File: config.mk
export PLATFORM = sky130hd
export DESIGN_NAME = mpeg_decode_scheduler
export DESIGN_NICKNAME = d
export VERILOG_FILES = /design/src/rtl/mpeg_decode_scheduler.sv
export SDC_FILE = /design/constraint.sdc
export NUM_CORES = 1
export LEC_CHECK = 0
export ABC_AREA = 1
export BUFFER_PORTS_ARGS = -buffer_cell sky130_fd_sc_hd__buf_4
export CAP_MARGIN = 40
export CORE_MARGIN = 5
export CORE_UTILIZATION = 59
export CTS_CLUSTER_DIAMETER = 40
export CTS_CLUSTER_SIZE = 25
export DETAILED_ROUTE_END_ITERATION = 12
export PLACE_DENSITY_LB_ADDON = 0.08
export SETUP_SLACK_MARGIN = 0.1
export SLEW_MARGIN = 15
export SYNTH_ARGS = -nofsm -noshare
export SYNTH_HDL_FRONTEND = slang
export SYNTH_SLANG_ARGS = --single-unit
File: constraint.sdc
create_clock -name clk -period 6.5 [get_ports clk]
set_clock_uncertainty 0.1 [all_clocks]
set_input_delay 0.975 -clock clk [delete_from_list [all_inputs] [get_ports clk]]
set_output_delay 0.975 -clock clk [all_outputs]
set_load 0.01 [all_outputs]
File: src/rtl/mpeg_decode_scheduler.sv
// -----------------------------------------------------------------------------
// mpeg_decode_scheduler
//
// Buffers decoding timestamps of incoming access units and releases each one to
// the decoder when its decode time is reached. The time base is a 45 kHz counter
// (dclk), doubled to 90 kHz. A unit whose lateness exceeds LATE_LIMIT ticks is
// dropped instead of being decoded.
//
// Ports:
//   clk, reset_n          clock (rising edge) and async active-low reset
//   dclk[31:0]            free-running 45 kHz time counter
//   ts_in[32:0]/ts_valid  timestamp of the next unit; one-cycle push strobe
//   start_time[32:0]      stream start time, qualified by start_valid (level)
//   program_end           one-cycle pulse; flush all pending units
//   pause                 level; blocks new decode releases (not skips)
//   decode_req/decode_ts  request to decode the head unit, and its timestamp
//   decode_ack            decoder accepts the pending request
//   skip_pulse            one-cycle pulse; the head unit was dropped as late
//   overflow              sticky; a push was lost on a full FIFO
//   level                 FIFO occupancy
//   end_done              one-cycle pulse; program_end flush has completed
// -----------------------------------------------------------------------------
module mpeg_decode_scheduler #(
  parameter int DEPTH      = 4,
  parameter int LATE_LIMIT = 9000
) (
  input  logic                   clk,
  input  logic                   reset_n,
  input  logic [31:0]            dclk,
  input  logic [32:0]            ts_in,
  input  logic                   ts_valid,
  input  logic [32:0]            start_time,
  input  logic                   start_valid,
  input  logic                   program_end,
  input  logic                   pause,
  output logic                   decode_req,
  output logic [32:0]            decode_ts,
  input  logic                   decode_ack,
  output logic                   skip_pulse,
  output logic                   overflow,
  output logic [$clog2(DEPTH):0] level,
  output logic                   end_done
);

  localparam int PW = $clog2(DEPTH);
  localparam int LW = PW + 1;
  localparam logic [LW-1:0]        FULL_L = LW'(DEPTH);
  localparam logic [LW-1:0]        ZERO_L = LW'(0);
  localparam logic [LW-1:0]        ONE_L  = LW'(1);
  localparam logic [PW-1:0]        ZERO_P = PW'(0);
  localparam logic [PW-1:0]        ONE_P  = PW'(1);
  localparam logic signed [32:0]   LATE_S = 33'(LATE_LIMIT);

  typedef enum logic [1:0] {
    ST_IDLE     = 2'd0,
    ST_WAIT_DUE = 2'd1,
    ST_REQ      = 2'd2,
    ST_FLUSH    = 2'd3
  } state_t;

  state_t             state_r;
  state_t             state_next_s;

  logic [32:0]        mem_r [DEPTH];
  logic [PW-1:0]      wr_ptr_r;
  logic [PW-1:0]      rd_ptr_r;
  logic [LW-1:0]      count_r;
  logic [LW-1:0]      count_next_s;

  logic               req_r;
  logic               req_next_s;
  logic [32:0]        ts_r;
  logic [32:0]        ts_next_s;
  logic               skip_r;
  logic               skip_next_s;
  logic               done_r;
  logic               done_next_s;
  logic               ovf_r;
  // Remembers a program_end seen while a request is outstanding, so the flush
  // runs only after the decoder has taken that unit.
  logic               pend_r;
  logic               pend_next_s;

  logic               pop_s;
  logic               push_s;
  logic               ovf_set_s;
  logic               flush_s;
  logic [32:0]        head_ts_s;
  logic [32:0]        now_s;
  logic signed [32:0] slack_s;

  // Head of FIFO and the wrap-around lateness of that unit in 90 kHz ticks.
  always_comb begin
    head_ts_s = mem_r[rd_ptr_r];
    now_s     = {dclk, 1'b0};
    slack_s   = now_s - start_time - head_ts_s;
  end

  // Release FSM: next state and next values of the registered outputs.
  always_comb begin
    state_next_s = state_r;
    pop_s        = 1'b0;
    req_next_s   = req_r;
    ts_next_s    = ts_r;
    skip_next_s  = 1'b0;
    done_next_s  = 1'b0;
    pend_next_s  = pend_r;
    case (state_r)
      ST_IDLE: begin
        if (program_end) begin
          state_next_s = ST_FLUSH;
        end else if (start_valid && (count_r != ZERO_L)) begin
          state_next_s = ST_WAIT_DUE;
        end else begin
          state_next_s = ST_IDLE;
        end
      end
      ST_WAIT_DUE: begin
        if (program_end) begin
          state_next_s = ST_FLUSH;
        end else if (!start_valid) begin
          state_next_s = ST_IDLE;
        end else if (slack_s > LATE_S) begin
          // Too late: dropped even when paused.
          pop_s        = 1'b1;
          skip_next_s  = 1'b1;
          state_next_s = ST_IDLE;
        end else if (!slack_s[32] && !pause) begin
          req_next_s   = 1'b1;
          ts_next_s    = head_ts_s;
          state_next_s = ST_REQ;
        end else begin
          state_next_s = ST_WAIT_DUE;
        end
      end
      ST_REQ: begin
        if (decode_ack) begin
          pop_s        = 1'b1;
          req_next_s   = 1'b0;
          pend_next_s  = 1'b0;
          state_next_s = (pend_r || program_end) ? ST_FLUSH : ST_IDLE;
        end else if (program_end) begin
          pend_next_s  = 1'b1;
        end else begin
          pend_next_s  = pend_r;
        end
      end
      ST_FLUSH: begin
        done_next_s  = 1'b1;
        state_next_s = ST_IDLE;
      end
      default: begin
        state_next_s = ST_IDLE;
        req_next_s   = 1'b0;
        pend_next_s  = 1'b0;
      end
    endcase
  end

  // FIFO push acceptance, overflow detection and occupancy update.
  always_comb begin
    flush_s   = (state_r == ST_FLUSH);
    // A pop in the same cycle frees the slot, so a full FIFO still accepts.
    push_s    = ts_valid && !flush_s && ((count_r != FULL_L) || pop_s);
    ovf_set_s = ts_valid && !flush_s && (count_r == FULL_L) && !pop_s;
    if (flush_s) begin
      count_next_s = ZERO_L;
    end else if (push_s && !pop_s) begin
      count_next_s = count_r + ONE_L;
    end else if (pop_s && !push_s) begin
      count_next_s = count_r - ONE_L;
    end else begin
      count_next_s = count_r;
    end
  end

  // State, FIFO storage/pointers and registered outputs.
  always_ff @(posedge clk or negedge reset_n) begin
    if (!reset_n) begin
      state_r  <= ST_IDLE;
      wr_ptr_r <= ZERO_P;
      rd_ptr_r <= ZERO_P;
      count_r  <= ZERO_L;
      req_r    <= 1'b0;
      ts_r     <= 33'd0;
      skip_r   <= 1'b0;
      done_r   <= 1'b0;
      ovf_r    <= 1'b0;
      pend_r   <= 1'b0;
      for (int i = 0; i < DEPTH; i++) begin
        mem_r[i] <= 33'd0;
      end
    end else begin
      state_r <= state_next_s;
      count_r <= count_next_s;
      req_r   <= req_next_s;
      ts_r    <= ts_next_s;
      skip_r  <= skip_next_s;
      done_r  <= done_next_s;
      pend_r  <= pend_next_s;
      if (ovf_set_s) begin
        ovf_r <= 1'b1;
      end
      if (push_s) begin
        mem_r[wr_ptr_r] <= ts_in;
      end
      if (flush_s) begin
        wr_ptr_r <= ZERO_P;
        rd_ptr_r <= ZERO_P;
      end else begin
        if (push_s) begin
          wr_ptr_r <= wr_ptr_r + ONE_P;
        end
        if (pop_s) begin
          rd_ptr_r <= rd_ptr_r + ONE_P;
        end
      end
    end
  end

  assign decode_req = req_r;
  assign decode_ts  = ts_r;
  assign skip_pulse = skip_r;
  assign overflow   = ovf_r;
  assign level      = count_r;
  assign end_done   = done_r;

endmodule

Yosys cells after proc, flatten, opt, wreduce, memory -nomap -nowiden
Cells that the tools add are included. W data, S select, Z words.

Word-level logic and storage cells: 101. Register bits: 179. Output and inout bits: 40. Input port bits: 105.

Order comparisons: 4. Muxes and demuxes: 37. Reduce and logical (&&, ||, !) cells: 26. Eq/ne operators: 10. Add/sub/neg operators: 6. Bitwise operators: 4.

Operators with widths (number): $bwmux W132 (1); $mux W33 (3); $bmux W33 S2 (1); $demux W33 S2 (1); $sub A33 B33 Y33 (2); $gt A33 B15 Y1 const B (1); $mux W2 (11); $mux W1 (14); $ne A2 B2 Y1 const B (5); $logic_and A1 B1 Y1 (9); $mux W3 (3); $pmux W2 S4 (1); $reduce_bool A2 Y1 (4); $ge A3 B3 Y1 const B (2); $not A2 Y3 (2); $reduce_and A6 Y1 (1); $reduce_bool A3 Y1 (2); $logic_not A1 Y1 (5); $reduce_and A5 Y1 (1); $add A2 B1 Y2 const B (2); $eq A2 B2 Y1 const B (2); $pmux W1 S2 (2); $add A3 B1 Y3 const B (1); $eq A3 B3 Y1 const B (1); other kinds (8) (10).

Logic depth before layout (Yosys ltp)
Gate-level depths: netlist (run 1).

Depth in word-level cells: 17. Mapped depth: 37.

Least setup slack after synthesis (run 1)
Ideal clock, no wire load.

Path type: register to register. Start: register rd_ptr_r[0]. End: register count_r[2], in the netlist level[2]. Arrival time: 4.515 ns. Path slack: 1.769 ns. Stages on the path, launching flop included: 28. Required time: 6.284 ns. Path through: dfrtp_1 clkbuf_1 clkbuf_1 clkbuf_1 a21oi_1 a21oi_1 fa_1 ha_1 nand2_1 nor2_1 and2_1 and2_1 nand2_1 nand2_1 a211oi_2 xor2_1 nand3_1 nand2_2 nand2_2 nand3_1 inv_1 fa_1 xnor2_1 inv_1 nand2_1 nand2_1 nand2_1 nand2_1.

Word-level cells in the longest chain between the ends: 15. Elaborated cells between the ends (all ways): 19. Classes of those cells: add/sub (1); order compare (1); mux (9); bitwise (1); reduce/logical (7).

Ends and longest elaborated chain: start: declaration (line 66) `logic [PW-1:0] rd_ptr_r;`; start signal: assignment (line 215) `rd_ptr_r <= rd_ptr_r + ONE_P;`; $not A2 Y3 (implied by the code) (*) (line 94) `head_ts_s = mem_r[rd_ptr_r];`; $bmux W33 S2 (*) (line 94); $mux W33 (implied by the code) (*) (2 in a row) (line 94); $sub A33 B33 Y33 (*) (line 96) `slack_s = now_s - start_time - head_ts_s;`; $gt A33 B15 Y1 (*) (line 123) `end else if (slack_s > LATE_S) begin`; $mux W1 (*) (line 123); $mux W1 (*) (line 121) `end else if (!start_valid) begin`; $mux W1 (*) (line 119) `if (program_end) begin`; $pmux W1 S2 (*) (line 108) `case (state_r)`; $logic_or A1 B1 Y1 (line 164) `push_s = ts_valid && !flush_s && ((count_r != FULL_L) || pop_s);`; $logic_and A1 B1 Y1 (line 164); $logic_and A1 B1 Y1 / $logic_not A1 Y1 (equally long branches) (line 168, 170); $mux W3 / $logic_and A1 B1 Y1 (equally long branches) (line 168, 170); $mux W3 / $reduce_bool A3 Y1 (equally long branches); end signal: assignment (line 195) `count_r <= count_next_s;`; end: declaration (line 67) `logic [LW-1:0] count_r;`.

Mark *: on every way between the ends. The rest lies on a longest branch, timed or not. The select of a mux whose other input is x is not followed. A chain may end at the register's enable or synchronous reset.

Worst setup path in the final report (run 1)
Start: register rd_ptr_r[1]. End: register mem_r[37] in the netlist's numbering.

Word-level cells in the longest chain between the ends: 12.

Ends and longest elaborated chain: $not A2 Y3 (implied by the code) (line 94); $bmux W33 S2 (line 94); $mux W33 (implied by the code) (2 in a row) (line 94); $sub A33 B33 Y33 (line 96); $gt A33 B15 Y1 (line 123); $mux W1 (line 123); $mux W1 (line 121); $mux W1 (line 119); $pmux W1 S2 (line 108); $logic_or A1 B1 Y1 (line 164); $logic_and A1 B1 Y1 (line 164); end signal: indexed assignment (line 205) `mem_r[wr_ptr_r] <= ts_in;`; end: declaration (line 64) `logic [32:0] mem_r [DEPTH];`.

No other way between the ends. The select of a mux whose other input is x is not followed.

==> flow_summary.ini, run 1 <==
[finish]
drive_gt1_frac = 0.120
num-fill-cells = 1720
mostFrequentLayoutCell = nand2_1
nets = 1914
antenna_cells = 0
final_cell_mix = nand2_1 (547), inv_1 (250), dfrtp_1 (178), buf_4 (154), o21ai_0 (125)
areaGrowthSynthToFinish_pct = 16.2
final_core_util = 0.696

[sta]
hold_viol_final = 0
setup_viol = 0
min_period_ns = 6.04
finalSetupTns_ns = 0
post-route-period-util = 0.929
tightest_slew_ns = 0.751
max_slew_margin = 0.499
fmax_ghz = 0.166
report.final.slew_viol_count = 0
rsz0062_at_grt = false

[clock_network]
cts_buffers = 17
cts_tree = done
cts_hold_buf = 0
post_cts_buffers = 0
cts-root-buf = clkbuf_16
cts_max_level = 4
clock_path_buffers = 2
insertion_delay_ns = 0.44
clkTransAtPathRegs_ns = 0.08
cts.sinks = 179
ctsResizeCount = 0

[setup_path]
reg2reg_to = mem_r[37]$_DFFE_PN0P_
path_max_fanout = 52
crit_type = reg2reg
crit_required_ns = 6.77
cp_slowest_cell = dfrtp_1
r2r_setup_slack_ns = 0.46
start_kind = flop
cp.arrival_ns = 6.31
worstSetupEndpointType = flop
timing.rr.start = rd_ptr_r[1]$_DFFE_PN0P_
slowest_delay_ns = 0.83
r2r_cells = 28
path_common_cell = nand2_1

[place]
io_buffers = 144
hpwl_mm = 24.5
gp_congestion = 1.00

[floorplanning]
die_h_um = 151
dieWidth_um = 151
die_area_um2 = 22700
fp-row-count = 51
core_um2 = 19500
start_util = 0.599
ios = 145

[drt]
drc = 0
drt_iter0_drc = 733
met3_length_mm = 1.95
ant_nets = 0
maxUsedRoutingLayer = met4
drt-met1-wl_mm = 14.3
vias = 10700
wl_per_cell_um = 16.3
totalWireLength_mm = 32.9
via_per_inst = 5.31
dr_wl_met2_mm = 16.1
drt_pass1_iterations = 5

[logic_synthesis]
synthDistinctLibCells = 40
synth_cells = 1613
synth_area_um2 = 11700
postSynthAreaPerCell_um2 = 7.23
yosysWarnings = 0
ys_ff_latch = 179
ys_seq_area_frac = 0.384
syn_nets = 1793

[job]
max_cap_violations = 0

[grt]
antenna_found_initial = 0
grt_pass1_wl_mm = 53.3
grt_max_degree = 79
grt_overflow = 0
grt_pass1_vias = 10500
grt_use_total = 0.300

[power_and_ir_drop]
power.density_nw_per_um2 = 596
p_leak_uw = 0.00722
vdd_drop_max_mv = 0.306

[hold_path]
hold_end = mem_r[57]$_DFFE_PN0P_
worstHoldPathCells = 2
min_path_type = reg2reg
min-delay-start = mem_r[57]$_DFFE_PN0P_

[outcome]
status = finished clean
logic make-up after synthesis:
kind of cell	count (synthesis)	share of synthesized area
compound gates	338	0.149
simple gates	695	0.242
buf+inv	316	0.116
flops	179	0.384
fa+ha+maj	75	0.101
xor+xnor	10	0.00751
final cells by class:
class,instances,area (µm²),share of cell area
clock buffer,17,425,0.0314
clock inverter,15,223,0.0164
inverter,257,965,0.0712
multi-input combinational,1118,5820,0.430
sequential,179,4480,0.331
tap,265,332,0.0245
timing repair buffer,161,1290,0.0956
Yosys cell counts, drive strengths merged:
master | number | area, µm²
a211oi | 1 | 12.5
nor3 | 10 | 50.1
and3 | 1 | 6.26
nand3 | 49 | 245
inv | 253 | 950
nor2 | 65 | 297
a21o | 1 | 7.51
nand3b | 7 | 52.6
buf | 30 | 278
o21bai | 6 | 45.0
dfrtp | 179 | 4480
xnor2 | 4 | 35.0
and2 | 2 | 12.5
o21ai | 234 | 1170
or2 | 1 | 6.26
nand4 | 9 | 56.3
a21oi | 89 | 445
o22ai | 1 | 6.26
ha | 43 | 538
a221oi | 1 | 8.76
a31oi | 1 | 6.26
o211ai | 1 | 7.51
nand2 | 551 | 2100
a32oi | 2 | 17.5
xor2 | 6 | 52.6
fa | 32 | 641
clkbuf | 29 | 110
o31ai | 1 | 7.51
clkinv | 4 | 15.0
flip-flops by register name, indices dropped and copies added, names as in the netlist, 2 cells and up:
signal,cells
wr_ptr_r,2
state_r,2
mem_r,132
decode_ts,33
rd_ptr_r,2
level,3
worst max-delay path, delay by kind of cell, from the launching register on:
kind | cells | cell delay, ns
flops | 1 | 0.83
simple gates | 22 | 2.89
fa+ha+maj | 2 | 0.89
compound gates | 1 | 0.52
buf+inv | 3 | 0.70
metal layers:
metal / GRT usage / vias to the layer above
met2: 0.501 / 327
li1: - / 5301
met1: 0.417 / 5013
met4: 0.0764 / 0
met5: 0 / -
met3: 0.0382 / 36
stage by stage:
stage	instance area, µm²	setup WS, ns	hold slack [ns]	instances	power [µW]
floorplan	11700	1.77	0.341	1613	5460
finish	13500	0.464	0.379	2012	8070
CTS	13500	0.605	0.381	2012	8020
detailed placement	12900	0.631	0.364	1980	6870
global route	13500	0.168	0.397	2012	8890
global placement	12900	0.597	0.355	1978	6770
where the power goes:
group          switching, µW  total, µW  internal, µW
logic                   3380       5110          1730
registers                247       1850          1600
clock network            567       1110           548
total                   4200       8070          3880
how the worst max path moves through the flow:
stage,start,endpoint,slack (ns),cells past startpoint
3_3_place_gp,rd_ptr_r[0]$_DFFE_PN0P_,mem_r[44]$_DFFE_PN0P_,0.60,28
6_report,rd_ptr_r[1]$_DFFE_PN0P_,mem_r[37]$_DFFE_PN0P_,0.46,28
4_1_cts,rd_ptr_r[1]$_DFFE_PN0P_,mem_r[37]$_DFFE_PN0P_,0.61,28
3_5_place_dp,rd_ptr_r[1]$_DFFE_PN0P_,mem_r[49]$_DFFE_PN0P_,0.63,28
2_1_floorplan,rd_ptr_r[0]$_DFFE_PN0P_,level[2]$_DFFE_PN0P_,1.77,27
5_1_grt,rd_ptr_r[1]$_DFFE_PN0P_,mem_r[128]$_DFFE_PN0P_,0.17,28
(Power assumes the default switching activity.)
==> run 2: changes to the inputs <==
--- a/config.mk
+++ b/config.mk
@@ -13,7 +13,9 @@
 export CTS_CLUSTER_DIAMETER = 40
 export CTS_CLUSTER_SIZE = 25
 export DETAILED_ROUTE_END_ITERATION = 12
+export GPL_TIMING_DRIVEN = 0
 export PLACE_DENSITY_LB_ADDON = 0.08
+export RECOVER_POWER = 25
 export SETUP_SLACK_MARGIN = 0.1
 export SLEW_MARGIN = 15
 export SYNTH_ARGS = -nofsm -noshare
==> constraint.sdc (replaced) <==
create_clock -name clk -period 6.04 [get_ports clk]
set_clock_uncertainty 0.1 [all_clocks]
set_input_delay 0.906 -clock clk [delete_from_list [all_inputs] [get_ports clk]]
set_output_delay 0.906 -clock clk [all_outputs]
set_load 0.01 [all_outputs]
==> run 2 against run 1 <==
  * The flow now finishes with violations (capacitance limit, slew limit)
  * Flip-flop and latch count stayed put
  * Non-clock buffer count is 46 higher
  * First-iteration DRC count is 29% higher
  * Largest power group unchanged
==> flow_summary.ini, run 2 (synthesis results as in run 1) <==
[sta]
hold_viol_final = 0
whs_ns = 0.377
fmax_ghz = 0.178
tightest_slew_ns = 4.76
max_slew_margin = -2.17
post-route-period-util = 0.931
setup_ws_ns = 0.415
report.final.slew_viol_count = 88
setup_viol = 0
rsz0062_at_grt = false
min_period_ns = 5.63

[grt]
antenna_found_initial = 1
grtUsageMet2 = 0.540
gr-usage-met1 = 0.422
grt_pass1_wl_mm = 56.8
grt_max_degree = 93
groute.layer.met3.usage = 0.0545
grt_use_total = 0.323
grt_pass1_vias = 11000
busiest_layer = met2
grt_overflow = 0

[setup_path]
cp.arrival_ns = 5.85
path_max_fanout = 10
crit_required_ns = 6.27
r2r_setup_slack_ns = 0.41
crit_type = reg2reg
start_kind = flop
reg2reg_to = level[2]$_DFFE_PN0P_
worstSetupEndpointType = flop
timing.rr.start = rd_ptr_r[1]$_DFFE_PN0P_
r2r_cells = 27

[floorplanning]
die_h_um = 151
fp-row-count = 51
ios = 145
dieWidth_um = 151
die_area_um2 = 22700
start_util = 0.599
core_um2 = 19500

[drt]
vias = 11300
drt_iter0_drc = 947
totalWireLength_mm = 35.6
via_per_inst = 5.47
drc = 0
drt_pass1_iterations = 5
wl_per_cell_um = 17.3
ant_nets = 0

[hold_path]
hold_end = mem_r[63]$_DFFE_PN0P_
min_path_type = reg2reg
worstHoldPathCells = 2
min-delay-start = mem_r[63]$_DFFE_PN0P_

[outcome]
status = finished with violations
violations = capacitance limit, slew limit

[finish]
fin_cells = 2058
largest_reg_flops = 132
drive_gt1_frac = 0.148
final_core_util = 0.713
regMostFlops = mem_r
nets = 1960
final_area_um2 = 13900
mostFrequentLayoutCell = nand2_1
antenna_cells = 0
final_cell_mix = nand2_1 (546), inv_1 (250), dfrtp_1 (179), buf_4 (157), o21ai_0 (125)
num-fill-cells = 1628
areaGrowthSynthToFinish_pct = 19.0

[clock_network]
insertion_delay_ns = 0.44
clock_path_buffers = 2
cts.sinks = 179
cts_buffers = 17
cts-root-buf = clkbuf_16
clkTransAtPathRegs_ns = 0.07
cts_tree = done
cts_max_level = 4

[place]
place_ws_ns = -0.444
gp_congestion = 0.949
hpwl_mm = 27.1
io_buffers = 144
place_area_um2 = 13100
dp_cells = 2023

[power_and_ir_drop]
p_leak_uw = 0.00741
vdd_drop_max_mv = 0.303
power.density_nw_per_um2 = 646

[job]
max_cap_violations = 1
==> run 2: changes by cell type in the layout (fill, tap and decap cells not counted), moves of 6 or more <==
cell	delta
buf_6	+15
clkbuf_2	+12
inv_12	-6
a21oi_2	+20
a21oi_1	-20
clkbuf_1	+12
==> run 2: per-stage QoR <==
| stage | TNS, ns | power (µW) |
|---|---|---|
| after floorplan | 0 | 5880 |
| after global placement | -12.99 | 7390 |
| after detailed placement | -28.51 | 7540 |
| after CTS | 0 | 8800 |
| after global routing | 0 | 9810 |
| final | 0 | 8960 |
==> run 2: critical path, cell delays in order, from the launching register on <==
cell and delay [ns]:
dfrtp_1 0.44, clkinv_1 0.33, clkbuf_2 0.37, a21oi_1 0.43, fa_1 0.51, ha_1 0.38, nand2_1 0.14, inv_1 0.05
nand2_1 0.06, nand2_1 0.06, nand2_1 0.09, nand3_1 0.12, nand2_1 0.19, nand2_1 0.12, a211oi_2 0.36, xor2_2 0.30
nand3_1 0.17, nand2_2 0.12, nand2_2 0.11, nand3_1 0.15, inv_1 0.07, fa_1 0.37, xnor2_1 0.19, inv_1 0.06
nand2_1 0.06, nand2_1 0.05, nand2_1 0.07, nand2_1 0.05
==> run 2: power breakdown <==
group | leakage [µW] | switching [µW] | total, µW | internal (µW)
Clock | 0.000305 | 526 | 1200 | 679
Combinational | 0.00485 | 3820 | 5800 | 1980
Sequential | 0.00225 | 234 | 1960 | 1730
Total | 0.00741 | 4580 | 8960 | 4380
==> run 2: final cells by class <==
class / instances / area, µm² / share of cell area
multi-input combinational: 1118 / 5920 / 0.427
sequential: 179 / 4480 / 0.323
timing repair buffer: 148 / 1130 / 0.0813
inverter: 257 / 965 / 0.0695
clock buffer: 19 / 443 / 0.0319
buffer: 59 / 423 / 0.0305
tap: 265 / 332 / 0.0239
clock inverter: 13 / 186 / 0.0134
==> run 2: layer usage <==
layer,vias up,part of all wire
met1,5320,0.41
li1,5396,-
met3,84,0.076
met4,0,0.034
met2,465,0.48
met5,-,0
==> run 2: worst max-delay path by stage <==
| stage | endpoint | start | depth (start not counted) | slack, ns |
|---|---|---|---|---|
| 2_1_floorplan | level[2]$_DFFE_PN0P_ | rd_ptr_r[0]$_DFFE_PN0P_ | 27 | 1.31 |
| 6_report | level[2]$_DFFE_PN0P_ | rd_ptr_r[1]$_DFFE_PN0P_ | 27 | 0.41 |
| 3_5_place_dp | level[2]$_DFFE_PN0P_ | rd_ptr_r[0]$_DFFE_PN0P_ | 29 | -0.44 |
| 4_1_cts | level[2]$_DFFE_PN0P_ | rd_ptr_r[0]$_DFFE_PN0P_ | 32 | 0.11 |
| 3_3_place_gp | level[2]$_DFFE_PN0P_ | rd_ptr_r[0]$_DFFE_PN0P_ | 29 | -0.35 |
| 5_1_grt | level[2]$_DFFE_PN0P_ | rd_ptr_r[0]$_DFFE_PN0P_ | 34 | 0.09 |
==> run 2: repair_timing <==
action | in CTS | in global routing
buffers inserted | 0 | 3
pin swaps | 0 | 2
endpoints found under the setup margin | 169 | 169
gates resized for setup | 17 | 49
hold buffers | 0 | 0
